==> config.mk <==
export PLATFORM = sky130hd
export DESIGN_NAME = counter_seq_ctrl
export DESIGN_NICKNAME = d
export VERILOG_FILES = /design/src/rtl/counter_seq_ctrl.sv
export SDC_FILE = /design/constraint.sdc
export NUM_CORES = 1
export LEC_CHECK = 0
export ABC_AREA = 1
export CAP_MARGIN = 20
export CORE_MARGIN = 3
export CORE_UTILIZATION = 55
export CTS_BUF_LIST = sky130_fd_sc_hd__clkbuf_2
export DETAILED_ROUTE_END_ITERATION = 12
export DONT_BUFFER_PORTS = 1
export PLACE_DENSITY_LB_ADDON = 0.1
export RECOVER_POWER = 25
export REMOVE_ABC_BUFFERS = 1
export SYNTH_ARGS = -nofsm -noshare
export SYNTH_HDL_FRONTEND = slang
export SYNTH_SLANG_ARGS = --single-unit
==> constraint.sdc <==
create_clock -name clk -period 1.65 [get_ports clk]
set_input_delay 0.33 -clock clk [delete_from_list [all_inputs] [get_ports clk]]
set_output_delay 0.33 -clock clk [all_outputs]
set_load 0.03 [all_outputs]
==> src/rtl/counter_seq_ctrl.sv <==
// counter_seq_ctrl: Wishbone-programmed sequencer for the user-area up-counter.
// Software sets LOAD/CMP/PRESC/mode; the block issues load and prescaled
// increment strobes, watches the counter's value and flags a compare match.
module counter_seq_ctrl #(
  parameter int BITS    = 8,
  parameter int PRESC_W = 8
) (
  input  logic            clk,
  input  logic            reset,
  input  logic            wb_valid,
  input  logic            wb_we,
  input  logic [3:0]      wb_sel,
  input  logic [3:0]      wb_adr,
  input  logic [31:0]     wb_wdata,
  output logic            wb_ack,
  output logic [31:0]     wb_rdata,
  input  logic [BITS-1:0] count,
  output logic            cnt_load,
  output logic [BITS-1:0] cnt_load_val,
  output logic            cnt_inc,
  output logic            busy,
  output logic            irq
);

  typedef enum logic [1:0] {
    ST_IDLE  = 2'd0,
    ST_LOAD  = 2'd1,
    ST_RUN   = 2'd2,
    ST_MATCH = 2'd3
  } state_t;

  localparam logic [1:0] REG_CTRL   = 2'd0;
  localparam logic [1:0] REG_LOAD   = 2'd1;
  localparam logic [1:0] REG_CMP    = 2'd2;
  localparam logic [1:0] REG_STATUS = 2'd3;

  state_t              state_q, state_d;
  logic                en_q, en_d;
  logic                periodic_q, periodic_d;
  logic                irq_en_q, irq_en_d;
  logic                done_q, done_d;
  logic                ack_q, ack_d;
  logic [PRESC_W-1:0]  presc_q, presc_d;
  logic [PRESC_W-1:0]  pcnt_q, pcnt_d;
  logic [BITS-1:0]     load_q, load_d;
  logic [BITS-1:0]     cmp_q, cmp_d;
  logic [31:0]         rdata_q, rdata_d;

  logic                accept;
  logic                bus_wr;
  logic                bus_rd;
  logic                start_req;
  logic                w1c_done;
  logic                inc_fire;
  logic [31:0]         byte_mask;
  logic [31:0]         ctrl_cur;
  logic [31:0]         ctrl_new;
  logic [31:0]         load_new;
  logic [31:0]         cmp_new;
  logic                unused_bits;

  // A request is taken only while no ack is showing, so acks never repeat back-to-back
  assign accept    = wb_valid && !ack_q;
  assign bus_wr    = accept && wb_we;
  assign bus_rd    = accept && !wb_we;
  assign byte_mask = {{8{wb_sel[3]}}, {8{wb_sel[2]}}, {8{wb_sel[1]}}, {8{wb_sel[0]}}};

  // Merge byte-enabled write data into the current value of each register
  always_comb begin
    ctrl_cur                = '0;
    ctrl_cur[0]             = en_q;
    ctrl_cur[1]             = periodic_q;
    ctrl_cur[2]             = irq_en_q;
    ctrl_cur[8 +: PRESC_W]  = presc_q;
    ctrl_new = (ctrl_cur & ~byte_mask) | (wb_wdata & byte_mask);
    load_new = (32'(load_q) & ~byte_mask) | (wb_wdata & byte_mask);
    cmp_new  = (32'(cmp_q) & ~byte_mask) | (wb_wdata & byte_mask);
  end

  // START only counts when the same write leaves EN set
  assign start_req = bus_wr && (wb_adr[3:2] == REG_CTRL) && ctrl_new[3] && ctrl_new[0];
  assign w1c_done  = bus_wr && (wb_adr[3:2] == REG_STATUS) && wb_sel[0] && wb_wdata[1];

  assign unused_bits = ^{wb_adr[1:0], ctrl_new[31:8+PRESC_W], ctrl_new[7:4],
                         load_new[31:BITS], cmp_new[31:BITS]};

  // Register writes and the registered read-data mux for accepted bus cycles
  always_comb begin
    en_d       = en_q;
    periodic_d = periodic_q;
    irq_en_d   = irq_en_q;
    presc_d    = presc_q;
    load_d     = load_q;
    cmp_d      = cmp_q;
    ack_d      = accept;
    rdata_d    = '0;
    if (bus_wr) begin
      case (wb_adr[3:2])
        REG_CTRL: begin
          en_d       = ctrl_new[0];
          periodic_d = ctrl_new[1];
          irq_en_d   = ctrl_new[2];
          presc_d    = ctrl_new[8 +: PRESC_W];
        end
        REG_LOAD: load_d = load_new[BITS-1:0];
        REG_CMP:  cmp_d  = cmp_new[BITS-1:0];
        default:  ;
      endcase
    end
    if (bus_rd) begin
      case (wb_adr[3:2])
        REG_CTRL:   rdata_d = ctrl_cur;
        REG_LOAD:   rdata_d = 32'(load_q);
        REG_CMP:    rdata_d = 32'(cmp_q);
        REG_STATUS: rdata_d = {30'd0, done_q, (state_q != ST_IDLE)};
        default:    rdata_d = '0;
      endcase
    end
  end

  // Sequencer: load, prescaled increments, compare, then reload or stop; DONE set beats W1C
  always_comb begin
    state_d  = state_q;
    pcnt_d   = pcnt_q;
    inc_fire = 1'b0;
    case (state_q)
      ST_IDLE: ;
      ST_LOAD: begin
        state_d = ST_RUN;
        pcnt_d  = '0;
      end
      ST_RUN: begin
        if (!en_q) begin
          state_d = ST_IDLE;
        end else if (count == cmp_q) begin
          state_d = ST_MATCH;
        end else if (pcnt_q == presc_q) begin
          inc_fire = 1'b1;
          pcnt_d   = '0;
        end else begin
          pcnt_d = pcnt_q + PRESC_W'(1);
        end
      end
      ST_MATCH: begin
        if (periodic_q && en_q) state_d = ST_LOAD;
        else                    state_d = ST_IDLE;
      end
      default: state_d = ST_IDLE;
    endcase
    if (start_req) begin
      state_d = ST_LOAD;
      pcnt_d  = '0;
    end
    done_d = done_q;
    if (w1c_done) done_d = 1'b0;
    if (state_d == ST_MATCH) done_d = 1'b1;
  end

  // All state and register flops; synchronous reset returns everything to zero/IDLE
  always_ff @(posedge clk) begin
    if (reset) begin
      state_q    <= ST_IDLE;
      en_q       <= 1'b0;
      periodic_q <= 1'b0;
      irq_en_q   <= 1'b0;
      done_q     <= 1'b0;
      ack_q      <= 1'b0;
      presc_q    <= '0;
      pcnt_q     <= '0;
      load_q     <= '0;
      cmp_q      <= '0;
      rdata_q    <= '0;
    end else begin
      state_q    <= state_d;
      en_q       <= en_d;
      periodic_q <= periodic_d;
      irq_en_q   <= irq_en_d;
      done_q     <= done_d;
      ack_q      <= ack_d;
      presc_q    <= presc_d;
      pcnt_q     <= pcnt_d;
      load_q     <= load_d;
      cmp_q      <= cmp_d;
      rdata_q    <= rdata_d;
    end
  end

  // Strobes are gated by reset so an aborted run issues nothing in the reset cycle
  assign cnt_load     = (state_q == ST_LOAD) && !reset;
  assign cnt_inc      = inc_fire && !reset;
  assign cnt_load_val = load_q;
  assign busy         = (state_q != ST_IDLE);
  assign irq          = done_q && irq_en_q;
  assign wb_ack       = ack_q;
  assign wb_rdata     = rdata_q;

endmodule

==> metrics.md <==
| Metric | Value |
|---|---|
| Flop-to-flop setup slack | `0.04 ns` |
| Max Slew Vio Count | `0` |
| RSZ-0062 raised after global routing | `yes` |
| Met1 WL | `roughly 2700 microns` |
| Status | `finished with violations` |
| TritonCTS Buffers | `5` |
| Largest family of logic cells by synthesized area | `simple AND/OR/NAND/NOR gates` |
| Highest routed layer | `met4` |
| Total track usage | `0.215` |
| Vias in the first global route | `between 2000 and 2500` |
| Required @ worst endpoint | `1.32 ns` |
| Post-Synth Adder-Cell Area | `0.00473` |
| First-pass GRT wire length | `between 9000 and 10000 microns` |
| Pin count of the biggest net entering global routing | `28` |
| Worst-path clk slew | `approximately 0.27 ns` |
| Violated checks | `negative setup slack` |
| Final HPWL DP | `between 4000 and 5000 microns` |
| Internal power | `around 1800 uW` |
| P_sw | `between 500 and 600 uW` |
| DRC violations left | `0` |
| Combinational Power Share | `0.085` |
| Simple-gate share of the synthesized area | `0.313` |
| Most numerous cell on the critical path | `nand2_1` |
| Syn_area_per_cell | `7.08 sq um` |
| Flop pwr share | `0.570` |
| Critical path launch point type | `flop` |
| Die Y | `75.4 microns` |
| Initial antenna violation count | `0` |
| Least-Margin Pin Slew | `approximately 0.5 ns` |
| Initial DRC Count | `119` |
| Std-Cell Core Area | `~4500 sq um` |
| Slew headroom | `0.664` |
| Power Dens Cells | `814 nW/um^2` |
| Fmax | `between 0.4 and 0.5 GHz` |
| # fillers | `424` |
| Met3 wire len | `483 microns` |
| MaxCap Viol Count | `0` |
| Synth cell types | `31` |
| Initial Util | `0.588` |
| Crit end category | `output pin` |
| CTS max path bufs | `2` |
| Synth Area in Compound Gates | `0.110` |
| CP arrival | `about 1.7 ns` |
| Final period utilization | `1.24` |
| Root Buffer | `clkbuf_2` |
| ANT cells | `0` |
| Post-Route Skew | `between 0.02 and 0.025 ns` |
| Xor/xnor share of the synthesized area | `0.0198` |
| WL/cell | `roughly 13 microns` |
| Via count | `approximately 2300` |
| Die footprint | `about 5700 sq um` |
| Overflow after GRT | `0` |
| # rows | `24` |
| Vias per cell | `roughly 5.1` |
| Sw frac | `0.242` |
| Max incr delay on CP | `between 0.4 and 0.5 ns` |
| Port buffer count | `0` |
| Cells after Synth | `374` |
| Critical-path cell list | `xnor2_1 -> nand2_1 -> nor2_2 -> nand2_1 -> a211oi_2 -> buf_4` |
| Synthesis-stage register bit count | `55` |
| Die width | `75.4 microns` |
| Post-Place Setup Slack | `between 0.04 and 0.05 ns` |
| Maximum VDD drop | `0.822 mV` |
| Worst-Skew Late Latency | `~0.44 ns` |
| Drt total wl | `slightly below 6000 microns` |
| Top Ports | `between 90 and 100` |
| Clock group share of total power | `0.345` |
| CP Class | `reg2out` |
| Met2 wire length | `2630 microns` |
| Pre-Repair DR Iteration Count | `4` |
| Synthesized cell area | `~2600 sq um` |
| Clock tree sinks | `55` |
| Mux contribution to synthesized area | `0` |
| H-tree Lvls | `2` |
| Seq/Total Area, Yosys | `0.416` |
| Gpl congestion | `0.873` |
| Layout Nets | `between 400 and 500` |
| CTS tree | `built` |
| Crit Path Max Fanout | `2` |
| Synth warn | `0` |
| Area Overhead vs Synth | `11.3%` |
| Share of layout cells above drive strength 1 | `0.188` |
| Tmin final | `around 2.1 ns` |
| Final hold violations | `0` |
| Final setup TNS | `-0.589 ns` |
| Leak | `~0.0013 uW` |
| Setup ws final | `-0.400 ns` |
| Tightest Hold Check Type | `in2reg` |
| Antenna Nets Post-Route | `0` |
| CP max stage cell | `dfxtp_2` |
| Setup Viol. Count Final | `6` |
timing repair:
item	in CTS	in global routing
setup endpoints to repair	2	19
endpoints found under the hold margin	7	3
pin swaps	0	5
buffers inserted	0	7
resized for setup	4	25
cloned	0	0
hold buffers	4	3
per-layer routing:
| metal | vias to the layer above | global-route usage |
|---|---|---|
| li1 | 1188 | - |
| met1 | 1039 | 0.279 |
| met2 | 77 | 0.348 |
| met3 | 7 | 0.0580 |
| met4 | 0 | 0.0660 |
| met5 | - | 0 |
path summary, 6_finish.rpt:
check	start	to	cells after the start
min reg2reg	flop	flop	2
min	wb_wdata[6]	flop	2
max reg2reg	wb_ack	pcnt_q[6]	8
max	flop	cnt_inc	6
cells in the final DEF (no fill, tap or decap), drive strengths merged, types with 8 or more instances in the layout:
cell / Yosys / routed
nand3: 24 / 24
o21ai: 32 / 32
nor2: 54 / 54
a21oi: 20 / 20
dfxtp: 55 / 55
buf: 22 / 17
nor3: 8 / 8
inv: 50 / 50
conb: 1 / 16
nand2: 90 / 90
Yosys cell counts:
library cell	count	share of area
nand4_1	3	0.0071
inv_1	43	0.061
clkinv_1	1	0.0014
nor3_2	1	0.0038
nand2_4	1	0.0043
nand3_1	18	0.034
dfxtp_1	55	0.42
a211oi_1	1	0.0028
nand3_4	1	0.0066
nor2_1	45	0.064
clkbuf_1	2	0.0028
ha_1	1	0.0047
nor2_2	5	0.012
nor3_1	7	0.013
o21ai_1	10	0.019
nor2_4	4	0.017
a21oi_1	20	0.038
o21ai_0	22	0.042
a221oi_1	1	0.0033
o211ai_1	1	0.0028
inv_2	7	0.0099
nand2_2	2	0.0047
buf_2	4	0.0076
buf_4	17	0.048
buf_6	1	0.0043
xnor2_1	6	0.020
nand3_2	5	0.019
nor4_2	1	0.0047
nand2_1	87	0.12
conb_1	1	0.0014
a31oi_1	1	0.0024
worst max-delay path, delay by kind of cell, from the launching register on:
kind | cells | cell delay [ns]
xor+xnor | 1 | 0.12
simple gates | 3 | 0.30
buf+inv | 1 | 0.20
flops | 1 | 0.42
compound gates | 1 | 0.24
power by group through the flow:
| stage | Combinational, uW | Sequential (uW) | Clock (uW) |
|---|---|---|---|
| finish | 204 | 1370 | 829 |
| global route | 228 | 1370 | 878 |
| CTS | 197 | 1370 | 840 |
| detailed placement | 186 | 1390 | 0 |
| global placement | 184 | 1390 | 0 |
| floorplan | 149 | 1390 | 0 |
cell type report:
type                            instances  area [sq um]  area share
Clock buffer                            6          30.0      0.0102
Clock inverter                          2          60.1      0.0204
Inverter                               51           191      0.0649
Multi-Input combinational cell        259          1280       0.435
Sequential cell                        55          1120       0.379
Tap cell                               52          65.1      0.0221
Timing Repair Buffer                   25           201      0.0683
logic make-up after synthesis:
kind of cell,Yosys count
adders and majority gates,1
AOI/OAI and AO/OA,56
xor gates and xnor gates,6
other,1
buffers and inverters,75
DFF,55
and+or+nand+nor,180
per-stage QoR:
step                instance area, sq um  hold slack [ns]  std cells   util  power (uW)
floorplan                           2540            0.399        365      -        1540
global placement                    2690            0.402        428  0.596        1580
detailed placement                  2690            0.403        428  0.596        1580
CTS                                 2820        0.0000498        440  0.627        2410
global route                        2950          0.00327        450  0.654        2480
finish                              2950           0.0337        450  0.654        2400
No activity file was read; power rests on OpenSTA's default activity.
